**src/rtl/cmd_seq_pkg.sv**
```systemverilog
// Command sequencer shared definitions:
// state encoding, default parameters and width helpers.
package cmd_seq_pkg;

    localparam int NUM_CMDS_DEF = 4;
    localparam int CMD_W_DEF    = 3;
    localparam int GAP_W_DEF    = 28;
    localparam int DAT_W_DEF    = 11;
    localparam int TO_CYC_DEF   = 65535;

    localparam logic [3:0] S_IDLE      = 4'd0;
    localparam logic [3:0] S_ISSUE     = 4'd1;
    localparam logic [3:0] S_WAIT_ACK  = 4'd2;
    localparam logic [3:0] S_WAIT_CMP  = 4'd3;
    localparam logic [3:0] S_GAP       = 4'd4;
    localparam logic [3:0] S_WAIT_LINK = 4'd5;
    localparam logic [3:0] S_DATA      = 4'd6;
    localparam logic [3:0] S_WAIT_DATA = 4'd7;
    localparam logic [3:0] S_DONE      = 4'd8;

    // Timeout counter holds TO_CYC-1, which always fits in clog2(TO_CYC)
    function automatic int to_width(input int cyc);
        return (cyc > 1) ? $clog2(cyc) : 1;
    endfunction

    function automatic int max3(input int a, input int b, input int c);
        int m;
        m = (a > b) ? a : b;
        return (m > c) ? m : c;
    endfunction

endpackage

```
**src/rtl/cmd_seq_timer.sv**
```systemverilog
// Loadable, pausable down-counter that saturates at zero
// and flags expiry when the count reaches zero.
module cmd_seq_timer #(
    parameter int W = 16
) (
    input  logic         clk,
    input  logic         rst,
    input  logic         load,
    input  logic [W-1:0] load_val,
    input  logic         dec,
    output logic         zero
);

    logic [W-1:0] cnt_q;

    always_ff @(posedge clk or negedge rst) begin
        if (!rst) begin
            cnt_q <= '0;
        end else if (load) begin
            cnt_q <= load_val;
        end else if (dec && cnt_q != '0) begin
            cnt_q <= cnt_q - W'(1);
        end
    end

    assign zero = (cnt_q == '0);

endmodule

```
**src/rtl/cmd_sequencer.sv**
```systemverilog
// Issues NUM_CMDS handshaken commands with programmable gaps,
// then a pausable data-start pulse; optional looping.
module cmd_sequencer
    import cmd_seq_pkg::*;
#(
    parameter int NUM_CMDS = NUM_CMDS_DEF,
    parameter int CMD_W    = CMD_W_DEF,
    parameter int GAP_W    = GAP_W_DEF,
    parameter int DAT_W    = DAT_W_DEF,
    parameter int TO_CYC   = TO_CYC_DEF
) (
    input  logic             clk,
    input  logic             rst,
    input  logic             start_in,
    input  logic             abort,
    input  logic             mode_loop,
    input  logic [GAP_W-1:0] gap_cycles,
    input  logic [DAT_W-1:0] data_cycles,
    output logic [CMD_W-1:0] cmd_out,
    output logic             cmd_start,
    input  logic             cmd_ready,
    input  logic             link_busy,
    output logic             data_start,
    input  logic             data_busy,
    output logic             busy,
    output logic             done,
    output logic             error
);

    localparam int TO_W = to_width(TO_CYC);
    localparam int TW   = max3(GAP_W, DAT_W, TO_W);

    localparam logic [TW-1:0]    TO_LOAD  = TW'(TO_CYC - 1);
    localparam logic [CMD_W-1:0] LAST_CMD = CMD_W'(NUM_CMDS - 1);

    logic [3:0]       state_q, state_d;
    logic [CMD_W-1:0] cmd_q, cmd_d;
    logic [GAP_W-1:0] gap_q, gap_d;
    logic [DAT_W-1:0] dat_q, dat_d;
    logic             err_q, err_d;
    logic             seen_q, seen_d;
    logic             adv, tmo;
    logic             tmr_load, tmr_dec, tmr_zero;
    logic [TW-1:0]    tmr_val;

    cmd_seq_timer #(.W(TW)) u_timer (
        .clk      (clk),
        .rst      (rst),
        .load     (tmr_load),
        .load_val (tmr_val),
        .dec      (tmr_dec),
        .zero     (tmr_zero)
    );

    always_comb begin
        state_d  = state_q;
        cmd_d    = cmd_q;
        gap_d    = gap_q;
        dat_d    = dat_q;
        err_d    = err_q;
        seen_d   = seen_q;
        adv      = 1'b0;
        tmo      = 1'b0;
        tmr_load = 1'b0;
        tmr_dec  = 1'b0;
        tmr_val  = '0;
        case (state_q)
            S_IDLE: begin
                if (start_in) begin
                    gap_d   = gap_cycles;
                    dat_d   = data_cycles;
                    cmd_d   = '0;
                    err_d   = 1'b0;
                    state_d = S_ISSUE;
                end
            end
            S_ISSUE: begin
                tmr_load = 1'b1;
                tmr_val  = TO_LOAD;
                state_d  = S_WAIT_ACK;
            end
            S_WAIT_ACK: begin
                if (!cmd_ready) begin
                    tmr_load = 1'b1;
                    tmr_val  = TO_LOAD;
                    state_d  = S_WAIT_CMP;
                end else if (tmr_zero) begin
                    tmo = 1'b1;
                end else begin
                    tmr_dec = 1'b1;
                end
            end
            S_WAIT_CMP: begin
                // A zero gap skips GAP entirely so ISSUE follows at once
                if (cmd_ready) begin
                    if (gap_q == '0) begin
                        adv = 1'b1;
                    end else begin
                        tmr_load = 1'b1;
                        tmr_val  = TW'(gap_q) - TW'(1);
                        state_d  = S_GAP;
                    end
                end else if (tmr_zero) begin
                    tmo = 1'b1;
                end else begin
                    tmr_dec = 1'b1;
                end
            end
            S_GAP: begin
                if (tmr_zero) adv = 1'b1;
                else tmr_dec = 1'b1;
            end
            S_WAIT_LINK: begin
                if (dat_q == '0) begin
                    state_d = S_DONE;
                end else if (!link_busy) begin
                    tmr_load = 1'b1;
                    tmr_val  = TW'(dat_q) - TW'(1);
                    seen_d   = 1'b0;
                    state_d  = S_DATA;
                end
            end
            S_DATA: begin
                if (data_busy) seen_d = 1'b1;
                if (!link_busy) begin
                    if (tmr_zero) begin
                        tmr_load = 1'b1;
                        tmr_val  = TO_LOAD;
                        state_d  = S_WAIT_DATA;
                    end else begin
                        tmr_dec = 1'b1;
                    end
                end
            end
            S_WAIT_DATA: begin
                if (data_busy) seen_d = 1'b1;
                if (seen_q && !data_busy) begin
                    state_d = S_DONE;
                end else if (tmr_zero) begin
                    tmo = 1'b1;
                end else begin
                    tmr_dec = 1'b1;
                end
            end
            S_DONE: begin
                cmd_d   = '0;
                state_d = mode_loop ? S_ISSUE : S_IDLE;
            end
            default: begin
                state_d = S_IDLE;
            end
        endcase

        if (adv) begin
            if (cmd_q < LAST_CMD) begin
                cmd_d   = cmd_q + CMD_W'(1);
                state_d = S_ISSUE;
            end else begin
                state_d = S_WAIT_LINK;
            end
        end

        if (tmo) begin
            err_d   = 1'b1;
            cmd_d   = '0;
            state_d = S_IDLE;
        end

        // Abort outranks both a same-cycle start and a timeout
        if (abort) begin
            state_d  = S_IDLE;
            cmd_d    = '0;
            gap_d    = gap_q;
            dat_d    = dat_q;
            err_d    = err_q;
            seen_d   = seen_q;
            tmr_load = 1'b0;
            tmr_dec  = 1'b0;
        end
    end

    always_ff @(posedge clk or negedge rst) begin
        if (!rst) begin
            state_q <= S_IDLE;
            cmd_q   <= '0;
            gap_q   <= '0;
            dat_q   <= '0;
            err_q   <= 1'b0;
            seen_q  <= 1'b0;
        end else begin
            state_q <= state_d;
            cmd_q   <= cmd_d;
            gap_q   <= gap_d;
            dat_q   <= dat_d;
            err_q   <= err_d;
            seen_q  <= seen_d;
        end
    end

    assign cmd_out    = cmd_q;
    assign cmd_start  = (state_q == S_ISSUE) ||
                        (state_q == S_WAIT_ACK);
    assign data_start = (state_q == S_DATA) && !link_busy;
    assign busy       = (state_q != S_IDLE);
    assign done       = (state_q == S_DONE);
    assign error      = err_q;

endmodule

```
**config.mk**
```make
export PLATFORM = sky130hd
export DESIGN_NAME = cmd_sequencer
export DESIGN_NICKNAME = d
export VERILOG_FILES = /design/src/rtl/cmd_seq_pkg.sv /design/src/rtl/cmd_seq_timer.sv /design/src/rtl/cmd_sequencer.sv
export SDC_FILE = /design/constraint.sdc
export NUM_CORES = 1
export LEC_CHECK = 0
export ABC_AREA = 1
export BUFFER_PORTS_ARGS = -buffer_cell sky130_fd_sc_hd__buf_4
export CORE_ASPECT_RATIO = 0.6
export CORE_MARGIN = 4
export CORE_UTILIZATION = 45
export CTS_CLUSTER_DIAMETER = 120
export CTS_CLUSTER_SIZE = 10
export DETAILED_ROUTE_END_ITERATION = 7
export PLACE_DENSITY = 0.7
export SETUP_SLACK_MARGIN = 0.5
export SYNTH_ARGS = -nofsm -noshare
export SYNTH_HDL_FRONTEND = slang
export SYNTH_SLANG_ARGS = --single-unit
```
**constraint.sdc**
```tcl
create_clock -name clk -period 4.51 [get_ports clk]
set_input_delay 0.451 -clock clk [delete_from_list [all_inputs] [get_ports clk]]
set_output_delay 0.451 -clock clk [all_outputs]
set_load 0.01 [all_outputs]
```
==> impl_metrics.csv, run 1 <==
group,metric,value,unit
layout,seq_area,1900,um^2
power,p_per_area,627,nW/um^2
worst_hold_path,hp-class,"in2async",
critical_path,arrival,2780,ps
cts,cts_buffers,9,
floorplanning,row_count,32,
global_route,grt_pass1_vias,5370,
global_route,grt_start_max_net_pins,77,
critical_path,crit_path_max_fanout,18,
layout,fin_nets,1008,
power,p_leak,0.00330,uW
floorplanning,pin_count,55,
synth,synth_fp_nets,957,
synth,synthTopCellsByArea,"dfrtp_1, nand2_1, nor2_1, nand3_1, inv_1",
cts,cts_setup_buffers,0,
global_route,antenna_found_initial,0,
routing,firstDrtPassIters,5,
cts,htreeDepth,3,
power,seq_power_share,31.2,%
synth,synth_ff_type,"dfrtp_1",
cts,cts.sinks,76,
layout,multi_input_area,3550,um^2
critical_path,endpoint,"u_timer.cnt_q[12]",
cts,clkLatencyLatePin,340,ps
synth,synth.largest_area_cell,"dfrtp_1",
critical_path,crit_chain,"nor2_1, nand2_1, nor2_2, nand2_2, nor2_4, nor2_1, nand2_1, inv_2, nor2_8, nand2_1, nand2_1",
critical_path,crit_top_cell,"nand2_1",
cts,clk_path_buf_depth,2,
critical_path,startpoint_type,"flip-flop",
routing,viasPerCell,5.28,
layout,final.fill_count,1315,
synth,synth_seq_cells,76,
floorplanning,die-height,97.1,um
layout,areaGrowthSynthToFinish,14.3,%
critical_path,end_kind,"flip-flop",
critical_path,cp.required,4790,ps
synth,syn_area,5950,um^2
synth,yosysWarnings,0,
power,pwr-share-clk,20.3,%
critical_path,rrSetupSlack,2010,ps
cts,cts_hold_buf,0,
power,p_switching,2070,uW
synth,syn_inst,904,
critical_path,cp_slowest_cell,"dfrtp_1",
sta,worst_pin_slew,982,ps
synth,synth-edff-count,0,
synth,synthDistinctLibCells,45,
floorplanning,die_width,156,um
sta,hold_viol_final,0,
synth,yosys.area.top_type_share,32.0,%
synth,syn-mean-instance-area,6.58,um^2
power,combPwrFrac,48.4,%
critical_path,r2r-end,"u_timer.cnt_q[12]",
routing,routed_wl,17600,um
floorplanning,fp.coreArea,12900,um^2
critical_path,path_class,"reg2reg",
layout,drive_above_1_share,14.6,%
critical_path,r2r-start,"u_timer.cnt_q[17]",
global_route,track_usage,23.7,%
routing,post-route-drc-count,0,
sta,skew,9.91,ps
placed_design,io_buffer_count,54,
sta,max_freq,400,MHz
power,switching_share,48.5,%
status,status,"finished, final reports clean",
sta,tns,0,ps
cts,cts_tree,"built",
floorplanning,start_util,46.2,%
floorplanning,dieArea,15200,um^2
routing,vias,5961,
sta,grt_setup_unrepaired,"no",
critical_path,max_stage_delay,440,ps
placed_design,hpwl,13700,um
cts,cts_resized,0,
global_route,grt-ovfl-total,0,
sta,fin_crit,2500,ps
global_route,grt_pass1_wl,28800,um
routing,antenna_left,0,
synth,ys_seq_area_share,32.0,%
layout,num_antenna_cells,0,
power,p_int,2200,uW
critical_path,crit_start,"u_timer.cnt_q[17]",
synth,async_flop_share,100,%
critical_path,worstRegToRegCells,11,
routing,wire_per_inst,15.6,um
power,total_power,4270,uW
flow_run,cap_violations,0,
cts,clockRootBuffer,"clkbuf_16",
sta,finalCritPeriodShare,55.4,%
sta,slew_headroom,34.5,%
placed_design,gp_congestion,0.946,
sta,report.final.slew_viol_count,0,
cts,cts.clk_slew.worst_paths,70,ps
sta,setup_violations,0,
routing,drtIter0Drc,731,
power,vdd_drop_max,297,uV
==> metal layers <==
layer | track usage, % | share of wire (%) | routed length (um) | up-vias
met5 | 0 | 0 | 0 | -
met4 | 4.33 | 0.98 | 173 | 0
met3 | 5.34 | 10 | 1790 | 14
met2 | 28.7 | 36 | 6250 | 274
met1 | 41.1 | 53 | 9360 | 2691
li1 | - | - | - | 2982
==> how the worst min path moves through the flow <==
stage	endpoint	slack, ps	cells after the start
after global routing	gap_q[6]	300	3
after floorplan	cmd_out[0]	160	0
final	gap_q[10]	270	1
after detailed placement	u_timer.cnt_q[1]	470	2
after global placement	u_timer.cnt_q[1]	470	2
after CTS	dat_q[4]	300	3
==> final cells by class <==
| type | instances | area share (%) |
|---|---|---|
| clock buffer | 9 | 3.31 |
| clock inverter | 7 | 1.80 |
| inverter | 97 | 5.41 |
| multi-input combinational | 715 | 52.2 |
| sequential | 76 | 28.0 |
| tap | 170 | 3.13 |
| timing repair buffer | 56 | 6.18 |
==> Yosys cell counts (2+ instances only) <==
cell type,n
o31ai_1,2
nor3_4,2
o22ai_1,3
xor2_1,15
dfrtp_1,76
o21bai_1,2
nand2_1,297
nand2_2,10
nor2_8,3
nor2_2,14
nor3_1,8
nand3_2,6
nand2_4,4
or2_2,5
inv_1,89
nor2_1,131
ha_1,6
o21ai_0,50
o21ai_2,10
nand4_1,25
xnor2_1,18
a211oi_1,3
nand3_1,77
nor2_4,4
a21oi_1,8
clkbuf_1,5
clkinv_1,2
o21ai_1,3
buf_6,5
inv_2,4
buf_4,3
==> registers in the layout (all words and copies together), names as in the netlist <==
signal / count
gap_q: 28
u_timer.cnt_q: 28
dat_q: 11
state_q: 4
cmd_out: 3
error: 1
seen_q: 1
==> power groups by stage <==
stage                     Clock (uW)  Combinational [uW]  Sequential (uW)
final                            868                2070             1330
after global placement             0                2010             1320
after CTS                        874                2040             1320
after detailed placement           0                2020             1320
after floorplan                    0                1600             1210
after global routing             901                2330             1380
==> stage by stage <==
| stage | setup slack, ps | cell area [um^2] | hold slack [ps] | cells | utilization, % |
|---|---|---|---|---|---|
| detailed placement | 2090 | 6450 | 466 | 1114 | 50.0 |
| CTS | 2060 | 6800 | 299 | 1130 | 52.7 |
| global route | 1790 | 6800 | 304 | 1130 | 52.7 |
| floorplan | 2590 | 5950 | 155 | 904 | - |
| global placement | 2130 | 6450 | 466 | 1114 | 50.0 |
| finish | 2010 | 6800 | 275 | 1130 | 52.7 |
==> critical path: cells and delay by family, from the launching register on <==
kind	cells	cell delay [ps]
flip-flops	1	440
buffers and inverters	1	250
AND/OR/NAND/NOR	10	1740
==> cells by family (layout without fill, tap and decap cells) <==
kind of cell,after synthesis,in the layout,synth area share [%]
flops,76,76,32.0
fa+ha+maj,6,6,1.26
simple gates,590,590,44.8
xor+xnor,33,33,4.86
compound gates,86,86,8.62
buf+inv,113,169,8.49
==> placed cells by master (no fill, tap or decap), types with 4 or more instances in the layout <==
cell       synthesis  layout
dfrtp_1           76      76
nor2_4             4       4
nand3_2            6       6
nand2_4            4       4
or2_2              5       5
inv_2              4       4
nor2_1           131     131
xor2_1            15      15
clkbuf_16          0       9
nand2_1          297     297
inv_1             89      89
o21ai_0           50      50
nand3_1           77      77
ha_1               6       6
a21oi_1            8       8
nor2_2            14      14
buf_4              3      56
nand4_1           25      25
o21ai_2           10      10
nand2_2           10      10
xnor2_1           18      18
nor3_1             8       8
(Power assumes the default switching activity.)
==> run 2: changes to the inputs <==
ABC_AREA = 0   (was 1)
PLACE_DENSITY = 0.71   (was 0.7)
clock period = 2.4 ns   (was 4.51 ns; I/O delays follow)
==> run 2 against run 1 <==
The run now ends with negative setup slack left. Non-clock buffer count up 187. Final cell count down 20%. Clock-buffer cell count up 1. Critical endpoint is now u_timer.cnt_q[25]. Via count down 6.3%. Sequential power up 60%. Worst hold slack worse by 150 ps. Critical path type unchanged. Clock power up 66%. Final area up 16%. Sequential cell count unchanged. Fmax down 11%. Combinational power up 120%. Power up 92%.
==> impl_metrics.csv, run 2 <==
group,metric,value,unit
cts,clockRootBuffer,"clkbuf_16",
synth,async_flop_share,100,%
routing,drtIter0Drc,580,
global_route,antenna_found_initial,0,
worst_hold_path,whs_path_depth,2,
cts,cts_buffers,9,
placed_design,dp_cells,849,
layout,mostFrequentLayoutCells,"buf_4, dfrtp_1, mux2_2",
floorplanning,pin_count,55,
floorplanning,dieArea,12600,um^2
sta,slew_headroom,63.2,%
floorplanning,die_width,142,um
synth,yosys.area.top_type_share,39.2,%
synth,syn-mean-instance-area,9.18,um^2
layout,areaGrowthSynthToFinish,61.8,%
placed_design,pre_cts_slack,-384,ps
synth,syn_area,4850,um^2
cts,cts.sinks,76,
critical_path,crit_chain,"or4_4, buf_4, buf_6, nor4_4, buf_4, nand4_1, and4b_2, buf_6, o21ai_4, buf_6, a21oi_2, a311oi_1",
sta,fin_crit,2810,ps
critical_path,crit_start,"u_timer.cnt_q[12]",
cts,htreeDepth,3,
layout,num_antenna_cells,0,
routing,routed_wl,18700,um
sta,fin_ws,-406,ps
layout,drive_above_1_share,50.5,%
critical_path,startpoint_type,"flip-flop",
status,status,"finished with violations",
critical_path,cp.required,2640,ps
synth,yosysMostFrequentCell,"dfrtp_1",
critical_path,max_stage_delay,550,ps
cts,clkLatencyLatePin,350,ps
placed_design,hpwl,12200,um
power,switching_share,39.2,%
routing,viasPerCell,6.19,
routing,firstDrtPassIters,5,
sta,skew,6.38,ps
power,vdd_drop_max,612,uV
layout,fin_util,74.4,%
floorplanning,fp.coreArea,10600,um^2
flow_run,cap_violations,0,
sta,hold_viol_final,0,
placed_design,io_buffer_count,54,
placed_design,gp_congestion,1.01,
critical_path,crit_top_cell,"buf_6",
worst_hold_path,hp-class,"in2reg",
layout,reg_top3,"gap_q (28), u_timer.cnt_q (28), dat_q (11)",
power,p_int,4980,uW
global_route,grt-ovfl-total,0,
critical_path,crit_path_max_fanout,7,
sta,report.final.slew_viol_count,0,
cts,cts.clk_slew.worst_paths,60,ps
power,p_leak,0.00330,uW
floorplanning,die-height,88.5,um
synth,synthDistinctLibCells,67,
global_route,grt_pass1_vias,5337,
synth,synth-edff-count,0,
power,combPwrFrac,56.5,%
synth,synth_ff_type,"dfrtp_1",
cts,clk_path_buf_depth,2,
synth,synthTopCellsByArea,"dfrtp_1, mux2_2, xnor2_1, nor2_1, nor3_1",
floorplanning,start_util,46.0,%
critical_path,path_class,"reg2reg",
sta,holdWs,123,ps
synth,synth_seq_cells,76,
synth,synth_common_cells,"dfrtp_1, nor2_1, mux2_2",
synth,yosysWarnings,0,
critical_path,arrival,3050,ps
synth,synth.largest_area_cell,"dfrtp_1",
global_route,grt_pass1_wl,27900,um
sta,setup_violations,36,
layout,final_cell_count_no_fill,902,
routing,wire_per_inst,20.8,um
floorplanning,row_count,29,
power,pwr-share-clk,17.5,%
critical_path,r2r-start,"u_timer.cnt_q[12]",
synth,syn_inst,529,
status,violations,"negative setup slack",
layout,fin_nets,811,
routing,vias,5587,
sta,max_freq,356,MHz
cts,cts_tree,"built",
sta,grt_setup_unrepaired,"yes",
synth,synth_fp_nets,582,
worst_hold_path,min-delay-start,"gap_cycles[22]",
power,seq_power_share,26.0,%
global_route,track_usage,28.7,%
routing,post-route-drc-count,0,
power,p_switching,3210,uW
synth,ys_seq_area_share,39.2,%
critical_path,end_kind,"flip-flop",
sta,worst_pin_slew,547,ps
routing,antenna_left,0,
critical_path,cp_slowest_cell,"or4_4",
global_route,grt_start_max_net_pins,46,
critical_path,worstRegToRegCells,12,
power,p_per_area,1040,nW/um^2
layout,final_common_cell,"buf_4",
sta,finalCritPeriodShare,117,%
run 2: cell types whose count changed in the layout (fill, tap and decap cells not counted), sizes merged, moves of 39 or more:
cell   before  now
buf        56  241
inv        96   15
mux2        0   39
nor2      152   41
nand2     312   37
nand3      84   18
run 2: worst max-delay path, delay by kind of cell (launching register included):
kind / cells / cell delay (ps)
flops: 1 / 390
compound gates: 3 / 450
buf+inv: 5 / 720
simple gates: 4 / 1120
run 2: final cells by class:
class	instances	area (um^2)
Multi-Input combinational cell	415	3340
Inverter	13	48.8
Clock buffer	10	239
Tap cell	139	174
Sequential cell	76	1900
Fill cell	682	2700
Timing Repair Buffer	243	2070
Clock inverter	6	71.3
run 2: logic make-up after synthesis:
kind of cell | after synthesis | share of synthesized area [%]
compound gates | 133 | 19.1
xor+xnor | 32 | 5.77
fa+ha+maj | 6 | 1.55
buf+inv | 39 | 3.17
flops | 76 | 39.2
mux | 39 | 9.05
simple gates | 204 | 22.1
run 2: path summary, 6_finish.rpt:
| check | endpoint | slack [ps] |
|---|---|---|
| max | u_timer.cnt_q[25] | -410 |
| min | gap_q[22] | 120 |
| max reg2reg | u_timer.cnt_q[25] | -410 |
| min reg2reg | dat_q[10] | 530 |
| max in group asynchronous | gap_q[18] | 1410 |
| min in group asynchronous | u_timer.cnt_q[0] | 390 |
run 2: routing by layer:
layer	share of wire (%)	global-route usage [%]	up-vias	routed length, um
met5	0	0	-	0
met4	3.2	7.14	0	602
met3	8.4	5.40	83	1580
met2	46	46.2	324	8670
met1	42	40.4	2714	7870
li1	-	-	2466	-
run 2: metrics by stage:
| step | total power [uW] | setup TNS [ps] | cell area [um^2] |
|---|---|---|---|
| floorplan | 3950 | -5590 | 4900 |
| global placement | 5580 | -7600 | 6580 |
| detailed placement | 5760 | -9300 | 6580 |
| CTS | 7760 | -8260 | 7570 |
| global route | 8550 | -12460 | 7860 |
| finish | 8180 | -10600 | 7860 |
run 2: power by group through the flow:
| stage | clock (uW) | sequential [uW] | combinational (uW) |
|---|---|---|---|
| after detailed placement | 0 | 2110 | 3650 |
| final | 1440 | 2130 | 4620 |
| after CTS | 1450 | 2110 | 4210 |
| after global routing | 1510 | 2170 | 4870 |
| after global placement | 0 | 2080 | 3500 |
| after floorplan | 0 | 2210 | 1740 |
run 2: timing repair:
action | in CTS | in global routing
pin swaps | 33 | 31
cloned | 3 | 0
setup endpoints to repair | 37 | 39
hold buffers | 1 | 0
resized for setup | 89 | 52
setup buffers | 25 | 8
hold endpoints to repair | 31 | 0
==> run 3: changes to the inputs <==
CORE_UTILIZATION = 51   (was 45)
PLACE_DENSITY = 0.78   (was 0.71)
==> run 3 against run 2 <==
The flow finishes with violations (design-rule violations, negative setup slack). Sequential cell count stayed put. Clock skew grew 10 ps. Final area is 2.4% higher. Combinational power increased by 11%. Global-route usage rose by 4.9 points. Die area down 11%. Worst hold slack worse by 75 ps. Register-to-register slack got worse by 300 ps. Clock-buffer cell count stayed put. Fmax down 9.6%. Non-clock buffer count grew 3. Utilization increased by 13 points.
==> impl_metrics.csv, run 3 (same netlist as run 2, synthesis figures left out) <==
group,metric,value,unit
floorplanning,die-height,83.6,um
sta,skew,16.6,ps
global_route,grt_pass1_vias,5497,
global_route,antenna_found_initial,1,
sta,grt_setup_unrepaired,"yes",
routing,routed_wl,24300,um
power,p_leak,0.00335,uW
floorplanning,row_count,27,
routing,viasPerCell,7.11,
global_route,grt_start_max_net_pins,77,
layout,final.fill_count,383,
floorplanning,pin_count,55,
critical_path,crit_start,"gap_q[3]",
power,vdd_drop_max,942,uV
critical_path,end_kind,"flip-flop",
critical_path,arrival,3390,ps
cts,cts.sinks,76,
critical_path,crit_path_max_fanout,6,
sta,finalCritPeriodShare,129,%
sta,hold_viol_final,0,
placed_design,dp_cells,830,
sta,worst_pin_slew,1000,ps
layout,areaGrowthSynthToFinish,65.6,%
routing,wire_per_inst,27.1,um
cts,cts_hold_buf,0,
floorplanning,start_util,52.6,%
sta,max_freq,322,MHz
cts,clockRootBuffer,"clkbuf_16",
sta,fin_crit,3100,ps
routing,drtIter0Drc,1119,
sta,slew_headroom,33.3,%
floorplanning,fp.coreArea,9220,um^2
layout,fin_nets,814,
sta,fin_ws,-705,ps
placed_design,hpwl,12100,um
global_route,track_usage,33.6,%
routing,antenna_left,0,
layout,reg_top3,"gap_q (28), u_timer.cnt_q (28), dat_q (11)",
power,p_per_area,1100,nW/um^2
cts,clkLatencyLatePin,360,ps
critical_path,cp.required,2680,ps
layout,mostFrequentLayoutCells,"buf_4, dfrtp_1, mux2_2",
floorplanning,die_width,134,um
layout,multi_input_area,3490,um^2
global_route,grt-ovfl-total,0,
layout,final_cell_count_no_fill,896,
worst_hold_path,hp-class,"in2async",
placed_design,gp_congestion,0.988,
layout,drive_above_1_share,53.4,%
placed_design,pre_cts_slack,-482,ps
layout,fin_util,87.2,%
global_route,grt_pass1_wl,29600,um
layout,num_antenna_cells,0,
critical_path,startpoint_type,"flip-flop",
routing,firstDrtPassIters,8,
layout,seq_area,1900,um^2
cts,htreeDepth,3,
sta,report.final.slew_viol_count,0,
sta,holdWs,48.3,ps
placed_design,io_buffer_count,54,
layout,final_common_cell,"buf_4",
flow_run,cap_violations,0,
cts,cts.clk_slew.worst_paths,80,ps
status,violations,"design-rule violations, negative setup slack",
sta,tns,-19450,ps
routing,vias,6375,
critical_path,path_class,"reg2reg",
floorplanning,dieArea,11200,um^2
cts,clk_path_buf_depth,2,
critical_path,r2r-start,"gap_q[3]",
sta,setup_violations,36,
routing,post-route-drc-count,38,
cts,cts_tree,"built",
cts,cts_buffers,9,
status,status,"finished with violations",
==> run 3: cell count changes in the layout (fill, tap and decap cells not counted), moves of 3 or more <==
cell / previous run / this run
buf_6: 21 / 38
buf_4: 208 / 197
buf_12: 8 / 4
o32ai_2: 4 / 0
a21oi_1: 17 / 14
a21oi_2: 10 / 13
clkbuf_16: 9 / 12
nor3_1: 26 / 23
nor3_4: 1 / 4
o21ai_1: 6 / 3
o32ai_4: 0 / 3
==> run 3: cell type report <==
class	instances	area share, %
multi-input cells	415	43.4
flip-flops and latches	76	23.7
inverters	13	0.607
well taps	130	2.02
clock inverters	6	0.856
clock buffers	10	2.97
repair buffers	246	26.4
==> run 3: stage by stage <==
stage          cell area, um^2  total power, uW
2_1_floorplan             4900             3950
3_3_place_gp              6460             5540
3_5_place_dp              6460             5730
4_1_cts                   7420             7710
5_1_grt                   8040             9080
6_report                  8040             8860
==> run 3: worst max-delay path: stages, from the launching register on <==
cell     delay (ps)
dfrtp_1         410
nor4_1          640
buf_4           250
nand3_1         260
buf_4           270
nor4_1          390
xnor2_1         130
nor2_1          410
o32ai_4         170
nand2_1         110
==> run 3: path summary, 6_finish.rpt <==
kind | slack, ps | depth (start not counted) | end
worst max-delay path | -700 | 9 | u_timer.cnt_q[16]
worst min-delay path | 50 | 1 | state_q[0]
worst max register to register | -700 | 9 | u_timer.cnt_q[16]
worst min register to register | 560 | 2 | seen_q
max in group asynchronous | 1690 | 1 | state_q[0]
min in group clk | 110 | 2 | gap_q[5]
==> run 3: timing repair <==
action | 4_1_cts | 5_1_grt
pin swaps | 37 | 58
resized for setup | 102 | 83
setup endpoints to repair | 77 | 77
setup buffers | 23 | 21
gates cloned | 3 | 3
==> run 3: report_power, final <==
group | switching, uW | internal, uW
clock | 643 | 845
sequential | 469 | 1770
combinational | 2650 | 2490
==> run 3: routing by layer <==
metal  vias up  routed length (um)  GRT usage [%]
met5         -                  17              0
met4         2                1850           7.38
met2       677               10300           53.6
li1       2461                   -              -
met1      3000                8580           45.1
met3       235                3510           10.3
